$ cat config.mk
export PLATFORM = sky130hd
export DESIGN_NAME = triad_tx_arbiter_flat
export DESIGN_NICKNAME = d
export VERILOG_FILES = /design/src/rtl/triad_tx_arbiter_if.sv /design/src/rtl/triad_tx_arbiter.sv /design/src/flat_wrapper.sv
export SDC_FILE = /design/constraint.sdc
export NUM_CORES = 1
export LEC_CHECK = 0
export CORE_AREA = 2 2 210 212
export CTS_CLUSTER_SIZE = 40
export DETAILED_ROUTE_END_ITERATION = 7
export DIE_AREA = 0 0 212 214
export GPL_ROUTABILITY_DRIVEN = 0
export HOLD_SLACK_MARGIN = 0.15
export SETUP_SLACK_MARGIN = 0.05
export SLEW_MARGIN = 40
export SYNTH_ARGS = -nofsm -noshare
export SYNTH_HDL_FRONTEND = slang
export SYNTH_SLANG_ARGS = --single-unit
$ cat constraint.sdc
create_clock -name clk_12MHz -period 3 [get_ports clk_12MHz]
set_clock_uncertainty 0.15 [all_clocks]
set_input_delay 0.75 -clock clk_12MHz [delete_from_list [all_inputs] [get_ports clk_12MHz]]
set_output_delay 0.75 -clock clk_12MHz [all_outputs]
set_load 0.1 [all_outputs]
$ cat src/rtl/triad_tx_arbiter_if.sv
// Triad-side request/release and UART-side frame bus of the triad transmit arbiter.
// The master modport is the arbiter's view; the slave modport is the triad/UART side.
interface triad_tx_arbiter_if #(
    parameter int N_TRIADS  = 4,
    parameter int ID_W      = 2,
    parameter int PAYLOAD_W = 102
);
    logic [N_TRIADS-1:0]           data_avl;
    logic [N_TRIADS*PAYLOAD_W-1:0] sensor_iterations;
    logic [N_TRIADS-1:0]           reset_parser;
    logic                          uart_data_avl;
    logic [PAYLOAD_W-1:0]          uart_payload;
    logic [ID_W-1:0]               uart_triad_id;
    logic                          uart_done;

    modport master (
        input  data_avl, sensor_iterations, uart_done,
        output reset_parser, uart_data_avl, uart_payload, uart_triad_id
    );

    modport slave (
        output data_avl, sensor_iterations, uart_done,
        input  reset_parser, uart_data_avl, uart_payload, uart_triad_id
    );
endinterface

$ cat src/rtl/triad_tx_arbiter.sv
// Round-robin share of one UART between N_TRIADS triads; request to uart_data_avl in 1 cycle.
// Frame held until uart_done or timeout, then a one-cycle reset_parser pulse and a holdoff.
module triad_tx_arbiter #(
    parameter int N_TRIADS       = 4,
    parameter int ID_W           = 2,
    parameter int PAYLOAD_W      = 102,
    parameter int TIMEOUT_CYCLES = 262143,
    parameter int HOLDOFF_CYCLES = 4
) (
    input  logic               clk_12MHz,
    input  logic               rst_n,
    triad_tx_arbiter_if.master bus,
    output logic               busy,
    output logic [7:0]         drop_count
);
    localparam int TMR_W  = (TIMEOUT_CYCLES > 1) ? $clog2(TIMEOUT_CYCLES) : 1;
    localparam int HCNT_W = (HOLDOFF_CYCLES > 1) ? $clog2(HOLDOFF_CYCLES) : 1;

    typedef enum logic [1:0] {S_IDLE, S_SEND, S_RELEASE, S_HOLD} state_e;

    state_e               state_q,   state_d;
    logic [ID_W-1:0]      rr_ptr_q,  rr_ptr_d;
    logic [N_TRIADS-1:0]  mask_q,    mask_d;
    logic [TMR_W-1:0]     timer_q,   timer_d;
    logic [HCNT_W-1:0]    hcnt_q,    hcnt_d;
    logic [PAYLOAD_W-1:0] payload_q, payload_d;
    logic [ID_W-1:0]      id_q,      id_d;
    logic [7:0]           drop_q,    drop_d;

    logic [N_TRIADS-1:0]  eligible;
    logic                 grant_vld;
    logic [ID_W-1:0]      grant_idx;
    logic                 timeout;

    assign eligible = bus.data_avl & ~mask_q;
    assign timeout  = (timer_q == TMR_W'(TIMEOUT_CYCLES - 1));

    // Scan from farthest to nearest so the last hit is the first triad after rr_ptr.
    always_comb begin
        int j;
        grant_vld = 1'b0;
        grant_idx = '0;
        j         = 0;
        for (int k = N_TRIADS; k >= 1; k--) begin
            j = int'(rr_ptr_q) + k;
            if (j >= N_TRIADS) begin
                j = j - N_TRIADS;
            end
            if (eligible[ID_W'(j)]) begin
                grant_vld = 1'b1;
                grant_idx = ID_W'(j);
            end
        end
    end

    always_ff @(posedge clk_12MHz) begin
        if (!rst_n) begin
            state_q   <= S_IDLE;
            rr_ptr_q  <= ID_W'(N_TRIADS - 1);
            mask_q    <= '0;
            timer_q   <= '0;
            hcnt_q    <= '0;
            payload_q <= '0;
            id_q      <= '0;
            drop_q    <= '0;
        end else begin
            state_q   <= state_d;
            rr_ptr_q  <= rr_ptr_d;
            mask_q    <= mask_d;
            timer_q   <= timer_d;
            hcnt_q    <= hcnt_d;
            payload_q <= payload_d;
            id_q      <= id_d;
            drop_q    <= drop_d;
        end
    end

    always_comb begin
        state_d   = state_q;
        rr_ptr_d  = rr_ptr_q;
        mask_d    = mask_q;
        timer_d   = timer_q;
        hcnt_d    = hcnt_q;
        payload_d = payload_q;
        id_d      = id_q;
        drop_d    = drop_q;
        case (state_q)
            S_IDLE: begin
                if (grant_vld) begin
                    payload_d = bus.sensor_iterations[int'(grant_idx)*PAYLOAD_W +: PAYLOAD_W];
                    id_d      = grant_idx;
                    timer_d   = '0;
                    state_d   = S_SEND;
                end
            end
            S_SEND: begin
                timer_d = timer_q + 1'b1;
                // A done pulse on the last timeout cycle still counts as a clean send.
                if (bus.uart_done) begin
                    state_d = S_RELEASE;
                end else if (timeout) begin
                    state_d = S_RELEASE;
                    if (drop_q != 8'hFF) begin
                        drop_d = drop_q + 8'd1;
                    end
                end
            end
            S_RELEASE: begin
                rr_ptr_d     = id_q;
                mask_d       = '0;
                mask_d[id_q] = 1'b1;
                hcnt_d       = '0;
                state_d      = S_HOLD;
            end
            S_HOLD: begin
                if (hcnt_q == HCNT_W'(HOLDOFF_CYCLES - 1)) begin
                    mask_d  = '0;
                    state_d = S_IDLE;
                end else begin
                    hcnt_d = hcnt_q + 1'b1;
                end
            end
            default: state_d = S_IDLE;
        endcase
    end

    always_comb begin
        bus.uart_data_avl = (state_q == S_SEND);
        bus.uart_payload  = payload_q;
        bus.uart_triad_id = id_q;
        bus.reset_parser  = '0;
        if (state_q == S_RELEASE) begin
            bus.reset_parser[id_q] = 1'b1;
        end
        busy       = (state_q != S_IDLE);
        drop_count = drop_q;
    end
endmodule

$ cat src/flat_wrapper.sv
// flat-port wrapper written by rule: the top's interface ports become plain ports
module triad_tx_arbiter_flat 
#(
    parameter int N_TRIADS       = 4,
    parameter int ID_W           = 2,
    parameter int PAYLOAD_W      = 102,
    parameter int TIMEOUT_CYCLES = 262143,
    parameter int HOLDOFF_CYCLES = 4
)
  (clk_12MHz, rst_n, busy, drop_count, bus_data_avl, bus_sensor_iterations, bus_uart_done, bus_reset_parser, bus_uart_data_avl, bus_uart_payload, bus_uart_triad_id);
  triad_tx_arbiter_if #(.N_TRIADS(N_TRIADS), .ID_W(ID_W), .PAYLOAD_W(PAYLOAD_W)) bus_i ();
  input  logic clk_12MHz;
  input  logic rst_n;
  output logic busy;
  output logic [7:0] drop_count;
  input wire logic [$bits(bus_i.data_avl)-1:0] bus_data_avl;
  input wire logic [$bits(bus_i.sensor_iterations)-1:0] bus_sensor_iterations;
  input wire logic [$bits(bus_i.uart_done)-1:0] bus_uart_done;
  output wire logic [$bits(bus_i.reset_parser)-1:0] bus_reset_parser;
  output wire logic [$bits(bus_i.uart_data_avl)-1:0] bus_uart_data_avl;
  output wire logic [$bits(bus_i.uart_payload)-1:0] bus_uart_payload;
  output wire logic [$bits(bus_i.uart_triad_id)-1:0] bus_uart_triad_id;
  assign bus_i.data_avl = bus_data_avl;
  assign bus_i.sensor_iterations = bus_sensor_iterations;
  assign bus_i.uart_done = bus_uart_done;
  assign bus_reset_parser = bus_i.reset_parser;
  assign bus_uart_data_avl = bus_i.uart_data_avl;
  assign bus_uart_payload = bus_i.uart_payload;
  assign bus_uart_triad_id = bus_i.uart_triad_id;
  triad_tx_arbiter #(.N_TRIADS(N_TRIADS), .ID_W(ID_W), .PAYLOAD_W(PAYLOAD_W), .TIMEOUT_CYCLES(TIMEOUT_CYCLES), .HOLDOFF_CYCLES(HOLDOFF_CYCLES)) u_core (.clk_12MHz(clk_12MHz), .rst_n(rst_n), .bus(bus_i), .busy(busy), .drop_count(drop_count));
endmodule
Word-level counts from Yosys, hierarchy flattened
Index checks and enable logic that the tools add are counted.
- input port bits: 415
- output and inout port bits: 118
- logic and storage cells: 93
- register bits after elaboration: 140
- $mul: 1
- bitwise operators: 3
- magnitude comparators: 10
- reduce and logical (&&, ||, !) cells: 11
- multiplexer cells: 38
- equality and inequality tests: 10
- shift-type cells: 1
- add/sub/neg operators: 11
- operators by type and width (cell ; count):
    $shiftx 408x32->102 ; 1
    $pmux 18 s2 ; 1
    $mux 2 ; 13
    $add 18x1->18 const B ; 1
    $eq 18x18->1 const B ; 1
    $mux 18 ; 1
    $lt 2x4->1 const B ; 4
    $mux 1 ; 13
    $ge 3x3->1 const B ; 3
    $add 8x1->8 const B ; 1
    $bmux 1 s2 ; 4
    $mul 2x6->8 const B ; 1
    $mux 4 ; 2
    $ne 8x8->1 const B ; 1
    $pmux 2 s4 ; 1
    $pmux 4 s2 ; 1
    $reduce_and 2->1 ; 4
    $sub 2x1->2 const B ; 4
    $add 2x2->3 const B ; 2
    $eq 2x2->1 const B ; 3
    $reduce_bool 2->1 ; 3
    $add 2x3->4 const B ; 1
    $and 4x4->4 ; 1
    $ge 4x3->1 const B ; 1
    16 further kinds ; 17

Depth between registers and ports, before layout
Gate-level depths: netlist of the first run.
- depth in word-level cells: 12
- gate-level depth with buffers: 9
- gate-level depth less buffers: 7

Least setup slack after synthesis of the first run
No wires, ideal clock.
- path type: register to output
- from: register u_core.id_q[1], in the netlist u_core.bus.uart_triad_id[1]
- to: output bus_reset_parser[2]
- setup slack: -346 ps
- data arrival time: 2446 ps
- required time: 2100 ps
- buffers on the path: 0
- stages on the path, launching flop included: 3
- path through: dfxtp_1 nand2_1 nor2_1
- cells in the longest elaborated chain, start to end: 5
- RTL lines (what ; RTL line ; text):
    from (decl) ; triad_tx_arbiter.sv:27 ; logic [ID_W-1:0] id_q, id_d;
    from (signal assigned) ; triad_tx_arbiter.sv:73 ; id_q <= id_d;
    $lt 2x3->1 (implied by the code) or $ge 2x1->1 (tied branches) ; triad_tx_arbiter.sv:133 ; bus.reset_parser[id_q] = 1'b1;
    $logic_and 1x1->1 (implied by the code) ; triad_tx_arbiter.sv:133 ;
    $mux 1 (implied by the code) ; triad_tx_arbiter.sv:133 ;
    $demux 1 s2 * ; n/a ;
    $mux 4 * ; triad_tx_arbiter.sv:132 ; if (state_q == S_RELEASE) begin
    to (decl) ; flat_wrapper.sv:19 ; output wire logic [$bits(bus_i.reset_parser)-1:0] bus_reset_parser;
Mark *: on every way between the ends. The rest lies on a longest branch, timed or not.

Worst setup path after layout of the first run
- from: input bus_data_avl[3]
- to: register u_core.payload_q[12], in the netlist u_core.bus.uart_payload[12]
- cells in the longest elaborated chain, start to end: 10
- RTL lines (what ; RTL line ; text):
    from (decl) ; flat_wrapper.sv:16 ; input wire logic [$bits(bus_i.data_avl)-1:0] bus_data_avl;
    $and 4x4->4 * ; triad_tx_arbiter.sv:35 ; assign eligible = bus.data_avl & ~mask_q;
    $bmux 1 s2 ; triad_tx_arbiter.sv:49 ; if (eligible[ID_W'(j)]) begin
    $mux 1 (implied by the code) (2 in a row) ; triad_tx_arbiter.sv:49 ;
    $mux 2 (4 in a row) ; triad_tx_arbiter.sv:49 ;
    $mul 2x6->8 ; triad_tx_arbiter.sv:90 ; payload_d = bus.sensor_iterations[int'(grant_idx)*PAYLOAD_W +: PAYLOAD_W];
    $shiftx 408x32->102 ; triad_tx_arbiter.sv:90 ;
    to (signal assigned) ; triad_tx_arbiter.sv:72 ; payload_q <= payload_d;
    to (decl) ; triad_tx_arbiter.sv:26 ; logic [PAYLOAD_W-1:0] payload_q, payload_d;
Mark *: on every way between the ends. The rest lies on a longest branch, timed or not. The select of a mux whose other input is x is not followed.
A chain may end at the register's enable or synchronous reset.

==> results of run 1 <==
==> metrics by stage <==
step	cells	cell area, sq um	worst slack, ps	power (mW)
3_5_place_dp	1944	14400	-309	14.8
3_3_place_gp	1944	14400	-285	14.7
2_1_floorplan	822	8220	84.9	11.3
5_1_grt	1976	15000	126	17.7
4_1_cts	1976	15000	202	17.2
6_report	1976	15000	181	17.0
==> worst paths after layout <==
kind | from | to | depth (start not counted)
max | bus_data_avl[3] | u_core.bus.uart_payload[12]$_SDFFE_PN0P_ | 8
min | u_core.bus.uart_payload[10]$_SDFFE_PN0P_ | u_core.bus.uart_payload[10]$_SDFFE_PN0P_ | 2
max reg2reg | u_core.mask_q[3]$_SDFFE_PN0P_ | u_core.bus.uart_payload[12]$_SDFFE_PN0P_ | 7
min reg2reg | u_core.bus.uart_payload[10]$_SDFFE_PN0P_ | u_core.bus.uart_payload[10]$_SDFFE_PN0P_ | 2
==> where the power goes <==
part	internal [mW]	switching [mW]	total, mW
clock	1.37	0.957	2.33
sequential	2.58	0.485	3.06
combinational	3.45	8.17	11.6
==> layout make-up <==
| type | instances | share of cell area |
|---|---|---|
| repair buffers | 607 | 0.386 |
| multi-input cells | 599 | 0.333 |
| flip-flops and latches | 140 | 0.187 |
| well taps | 585 | 0.0487 |
| clock buffers | 19 | 0.0302 |
| clock inverters | 13 | 0.0118 |
| inverters | 13 | 0.00325 |
==> state kept, by name, indices dropped and copies added (netlist names) <==
signal / flops
u_core.bus.uart_payload: 102
u_core.timer_q: 18
u_core.drop_count: 8
u_core.mask_q: 4
u_core.bus.uart_triad_id: 2
u_core.hcnt_q: 2
u_core.rr_ptr_q: 2
u_core.state_q: 2
==> placed cells by master, fill, tap and decap left out, types with 4 or more instances in the layout <==
| cell type | Yosys | routed |
|---|---|---|
| a21oi_1 | 18 | 18 |
| nand2b_1 | 7 | 7 |
| nor2b_1 | 5 | 4 |
| inv_6 | 0 | 5 |
| inv_1 | 12 | 12 |
| mux2i_1 | 210 | 210 |
| buf_4 | 11 | 176 |
| buf_12 | 0 | 17 |
| nand2_1 | 65 | 65 |
| nor2_1 | 25 | 23 |
| a221oi_2 | 54 | 54 |
| a221oi_1 | 6 | 6 |
| or3_1 | 8 | 8 |
| nand4_1 | 7 | 7 |
| dfxtp_1 | 140 | 140 |
| o31ai_1 | 6 | 6 |
| o221ai_1 | 43 | 43 |
| a211oi_1 | 5 | 5 |
| o21ai_0 | 68 | 68 |
| nand3_1 | 9 | 7 |
| or4_1 | 8 | 8 |
| clkbuf_16 | 0 | 17 |
| ha_1 | 9 | 9 |
| a22oi_1 | 4 | 4 |
| clkdlybuf4s50_1 | 0 | 413 |
==> worst register-to-register path, delay by kind of cell, from the launching register on <==
kind | cells | cell delay [ps]
AO/OA/AOI/OAI | 3 | 560
AND/OR/NAND/NOR | 1 | 430
flip-flops | 1 | 330
buffers and inverters | 2 | 430
multiplexers | 1 | 360
==> per-layer routing <==
metal / wire, um / vias to the layer above / GRT usage / share of wire
li1: - / 4285 / - / -
met2: 18800 / 421 / 0.287 / 0.49
met1: 14600 / 4114 / 0.174 / 0.38
met3: 3130 / 60 / 0.0459 / 0.082
met4: 1770 / 0 / 0.0946 / 0.046
met5: 0 / - / 0 / 0
==> cells by family after synthesis <==
logic type | synth area share
AO/OA/AOI/OAI | 0.235
XOR/XNOR | 0.00640
adder cells (fa/ha/maj) | 0.0137
buffers and inverters | 0.0550
flip-flops | 0.341
multiplexers | 0.256
AND/OR/NAND/NOR | 0.0925
==> flow_metrics.tcl, run 1 <==
set metrics [dict create \
    setup_viol 0 \
    cts_tree "yes" \
    cpMaxStageDelayCell "clkdlybuf4s50_1" \
    clockBufferDepth 2 \
    worstPathCellList "clkdlybuf4s50_1, or3b_1, o211a_1, o32ai_4, buf_12, buf_4, mux2i_1, o221ai_1" \
    routed_wirelength_mm 38.3 \
    power.leakage_nw 6.15 \
    synth_largest_area_cell "dfxtp_1" \
    synth.most_common_cell "mux2i_1" \
    die_area_sq_um 45400 \
    synth_edf_count 0 \
    seq_area_sq_um 2800 \
    start_kind "primary input" \
    avgSynthCellArea_sq_um 9.99 \
    area_growth_pct 82.9 \
    synth_area_leaders "dfxtp_1 34%, mux2i_1 26%, a221oi_2 9.9%" \
    portBuffers 532 \
    finalCriticalPeriod_ps 2820 \
    endpoint_kind "flip-flop" \
    final_util 0.350 \
    syn_inst 822 \
    holdWs_ps 322 \
    critPathMaxFanout 11 \
    clk_latency_ps 450 \
    syn_nets 1246 \
    htreeDepth 4 \
    hold_buffers 0 \
    ctsResizeCount 0 \
    wl_per_cell_um 19.4 \
    syn_area_sq_um 8210 \
    critical_path_buf_inv_count 3 \
    fmax_mhz 355 \
    clk_pin_slew_worst_paths_ps 70 \
    netlist_top_cells_count "210 x mux2i_1, 140 x dfxtp_1, 68 x o21ai_0" \
    io_pins 533 \
    die_w_um 212 \
    cpLargestDelayFamily "buffers and inverters" \
    grt_pass1_vias 9309 \
    grt_first_pass_wirelength_mm 55.4 \
    num_antenna_cells 0 \
    tightest_slew_ps 477 \
    num-fill-cells 4381 \
    start_util 0.191 \
    synth.distinct_cells 54 \
    vias_per_cell 4.49 \
    tns_ps 0 \
    synth-seq-cells 140 \
    async_reset_ff_frac 0 \
    drtIter0Drc 387 \
    row_count 76 \
    crit_type "primary input to flip-flop" \
    max_cap_viol_count 0 \
    clock-root-buffer "clkbuf_16" \
    min_period_over_period 0.940 \
    clock-sinks 140 \
    track_usage 0.164 \
    synth_top_flop_cell "dfxtp_1" \
    grt_max_degree 57 \
    ys_warn_count 0 \
    hp-class "flip-flop to flip-flop" \
    status "complete, no violations" \
    hold_viol_final 0 \
    first_pass_iters 4 \
    seq_area_frac_synth 0.341 \
    antenna_left 0 \
    cts_buffers 17 \
    num_vias 8880 \
    final_layout_size_suffix_gt1_frac 0.211 \
    synth_top_area_share 0.341 \
    fin_nets 1802 \
    rsz0062_at_grt "no" \
    grt_overflow 0 \
    core_sq_um 42900 \
    rrSetupSlack_ps 610 \
    antenna_found_initial 0 \
    dp_hpwl_mm 31.0 \
    post-cts-setup-buffers 0 \
    powerDensity_nw_per_um2 1130 \
    multi_input_area_sq_um 5000 \
    drv_slew 0 \
    die_h_um 214 \
    slowest_delay_ps 490 \
    cp_data_required_time_ps 3160 \
    cp_data_arrival_time_ps 2980 \
    relSlewSlack 0.680 \
    ir_drop_mv 0.810 \
    drc_errors 0 \
]
Note: power is estimated with default switching activity, not from simulation.
==> run 2, diff against run 1 <==
--- a/config.mk
+++ b/config.mk
@@ -5,10 +5,11 @@
 export SDC_FILE = /design/constraint.sdc
 export NUM_CORES = 1
 export LEC_CHECK = 0
-export CORE_AREA = 2 2 210 212
+export ABC_AREA = 1
+export CORE_AREA = 2 2 208 210
 export CTS_CLUSTER_SIZE = 40
 export DETAILED_ROUTE_END_ITERATION = 7
-export DIE_AREA = 0 0 212 214
+export DIE_AREA = 0 0 210 212
 export GPL_ROUTABILITY_DRIVEN = 0
 export HOLD_SLACK_MARGIN = 0.15
 export SETUP_SLACK_MARGIN = 0.05
==> flow_metrics.tcl, run 2 <==
set metrics [dict create \
    status "complete, no violations" \
    num_vias 12677 \
    antenna_found_initial 4 \
    num-fill-cells 4609 \
    ys_warn_count 0 \
    min_period_over_period 0.893 \
    hold_buffers 0 \
    clock-sinks 140 \
    synth_edf_count 0 \
    endpoint_kind "primary output" \
    cp_data_arrival_time_ps 1780 \
    setup_viol 0 \
    area_growth_pct 67.6 \
    core_sq_um 42500 \
    max_cap_viol_count 0 \
    routed_wirelength_mm 44.6 \
    cts_buffers 17 \
    clockBufferDepth 2 \
    worstPathCellList "inv_1, ha_1, nand2_1, nor2_1, buf_12" \
    seq_area_frac_synth 0.286 \
    hp-class "flip-flop to flip-flop" \
    drv_slew 0 \
    cp_data_required_time_ps 2100 \
    dp_slack_ps -78.9 \
    final_util 0.387 \
    syn_inst 1766 \
    synth_top_flop_cell "dfxtp_1" \
    largest_register_ffs 102 \
    grt_overflow 0 \
    layout_setup_ws_ps 321 \
    cts_tree "yes" \
    synth.distinct_cells 36 \
    die_w_um 210 \
    clk_pin_slew_worst_paths_ps 60 \
    grt_max_degree 77 \
    hold_viol_final 0 \
    final_common_cell "nand2_1" \
    start_util 0.231 \
    wl_met1_mm 19.0 \
    fin_nets 2709 \
    ctsResizeCount 0 \
    die_area_sq_um 44500 \
    first_pass_iters 5 \
    htreeDepth 4 \
    tns_ps 0 \
    tightest_slew_ps 439 \
    reg2reg_depth 12 \
    place_area_sq_um 15800 \
    hold_depth 1 \
    powerDensity_nw_per_um2 1270 \
    start_kind "flip-flop" \
    holdWs_ps 310 \
    drc_errors 0 \
    cpLargestDelayFamily "simple AND/OR/NAND/NOR gates" \
    portBuffers 532 \
    io_pins 533 \
    async_reset_ff_frac 0 \
    final_cell_mix "495 x nand2_1, 414 x clkdlybuf4s50_1, 303 x nand3_1" \
    drtIter0Drc 801 \
    ir_drop_mv 0.713 \
    clk_latency_ps 440 \
    grt_pass1_vias 12266 \
    clock-root-buffer "clkbuf_16" \
    rsz0062_at_grt "no" \
    synth_area_leaders "dfxtp_1 29%, nand2_1 19%, nand3_1 15%" \
    slowest_delay_ps 330 \
    wl_met2_mm 21.5 \
    antenna_left 0 \
    cpMaxStageDelayCell "dfxtp_1" \
    top_layer "met5" \
    fmax_mhz 373 \
    wl_per_cell_um 15.7 \
    synth-seq-cells 140 \
    wl_met3_mm 3.02 \
    syn_area_sq_um 9810 \
    avgSynthCellArea_sq_um 5.55 \
    worstSetupPathDepth 5 \
    synth_top_area_share 0.286 \
    syn_nets 2190 \
    final_layout_size_suffix_gt1_frac 0.106 \
    grt_first_pass_wirelength_mm 66.5 \
    die_h_um 212 \
    post-cts-setup-buffers 0 \
    row_count 76 \
    critPathMaxFanout 6 \
    netlist_top_cells_count "495 x nand2_1, 303 x nand3_1, 300 x nor2_1" \
    synth_largest_area_cell "dfxtp_1" \
    crit_type "flip-flop to primary output" \
    power.leakage_nw 7.96 \
    vias_per_cell 4.46 \
    relSlewSlack 0.707 \
    finalCriticalPeriod_ps 2680 \
    dp_hpwl_mm 34.5 \
    fin_area_sq_um 16400 \
    track_usage 0.191 \
    critical_path_buf_inv_count 2 \
    synth.most_common_cell "nand2_1" \
]
==> run 2: cell families after synthesis <==
| kind of cell | Yosys count | share of synthesized area |
|---|---|---|
| XOR/XNOR | 9 | 0.00880 |
| adder cells (fa/ha/maj) | 9 | 0.0115 |
| flip-flops | 140 | 0.286 |
| AO/OA/AOI/OAI | 112 | 0.0610 |
| buffers and inverters | 363 | 0.151 |
| AND/OR/NAND/NOR | 1133 | 0.482 |
==> run 2: layout make-up <==
type,instances,area [sq um],share of cell area
Inverter,258,976,0.0594
Antenna cell,1,2.50,0.000152
Clock inverter,14,168,0.0102
Timing Repair Buffer,605,5820,0.354
Clock buffer,18,429,0.0261
Multi-Input combinational cell,1263,5560,0.338
Tap cell,546,683,0.0416
Sequential cell,140,2800,0.171
==> run 2: worst paths after layout <==
kind	from	slack (ps)	to
setup / recovery	u_core.state_q[0]$_SDFFE_PN0P_	320	bus_reset_parser[2]
hold / removal	u_core.hcnt_q[0]$_SDFFE_PN0P_	310	u_core.hcnt_q[0]$_SDFFE_PN0P_
setup reg to reg	u_core.rr_ptr_q[0]$_SDFFE_PN1P_	460	u_core.bus.uart_payload[74]$_SDFFE_PN0P_
hold reg to reg	u_core.hcnt_q[0]$_SDFFE_PN0P_	310	u_core.hcnt_q[0]$_SDFFE_PN0P_
==> run 2: per-stage QoR <==
step / std cells / power, mW
floorplan: 1766 / 13.8
global placement: 2812 / 18.6
detailed placement: 2812 / 18.7
CTS: 2844 / 21.0
global route: 2844 / 22.4
finish: 2845 / 20.9
==> run 2: where the power goes <==
part / internal [mW] / total [mW] / switching, mW
Clock: 1.31 / 2.23 / 0.920
Sequential: 2.47 / 2.86 / 0.384
Combinational: 4.81 / 15.8 / 11.0
Total: 8.59 / 20.9 / 12.3
==> run 2: routing by layer <==
metal	global-route usage	vias up
li1	-	6479
met1	0.230	5653
met2	0.335	482
met3	0.0437	57
met4	0.0668	6
met5	0	-
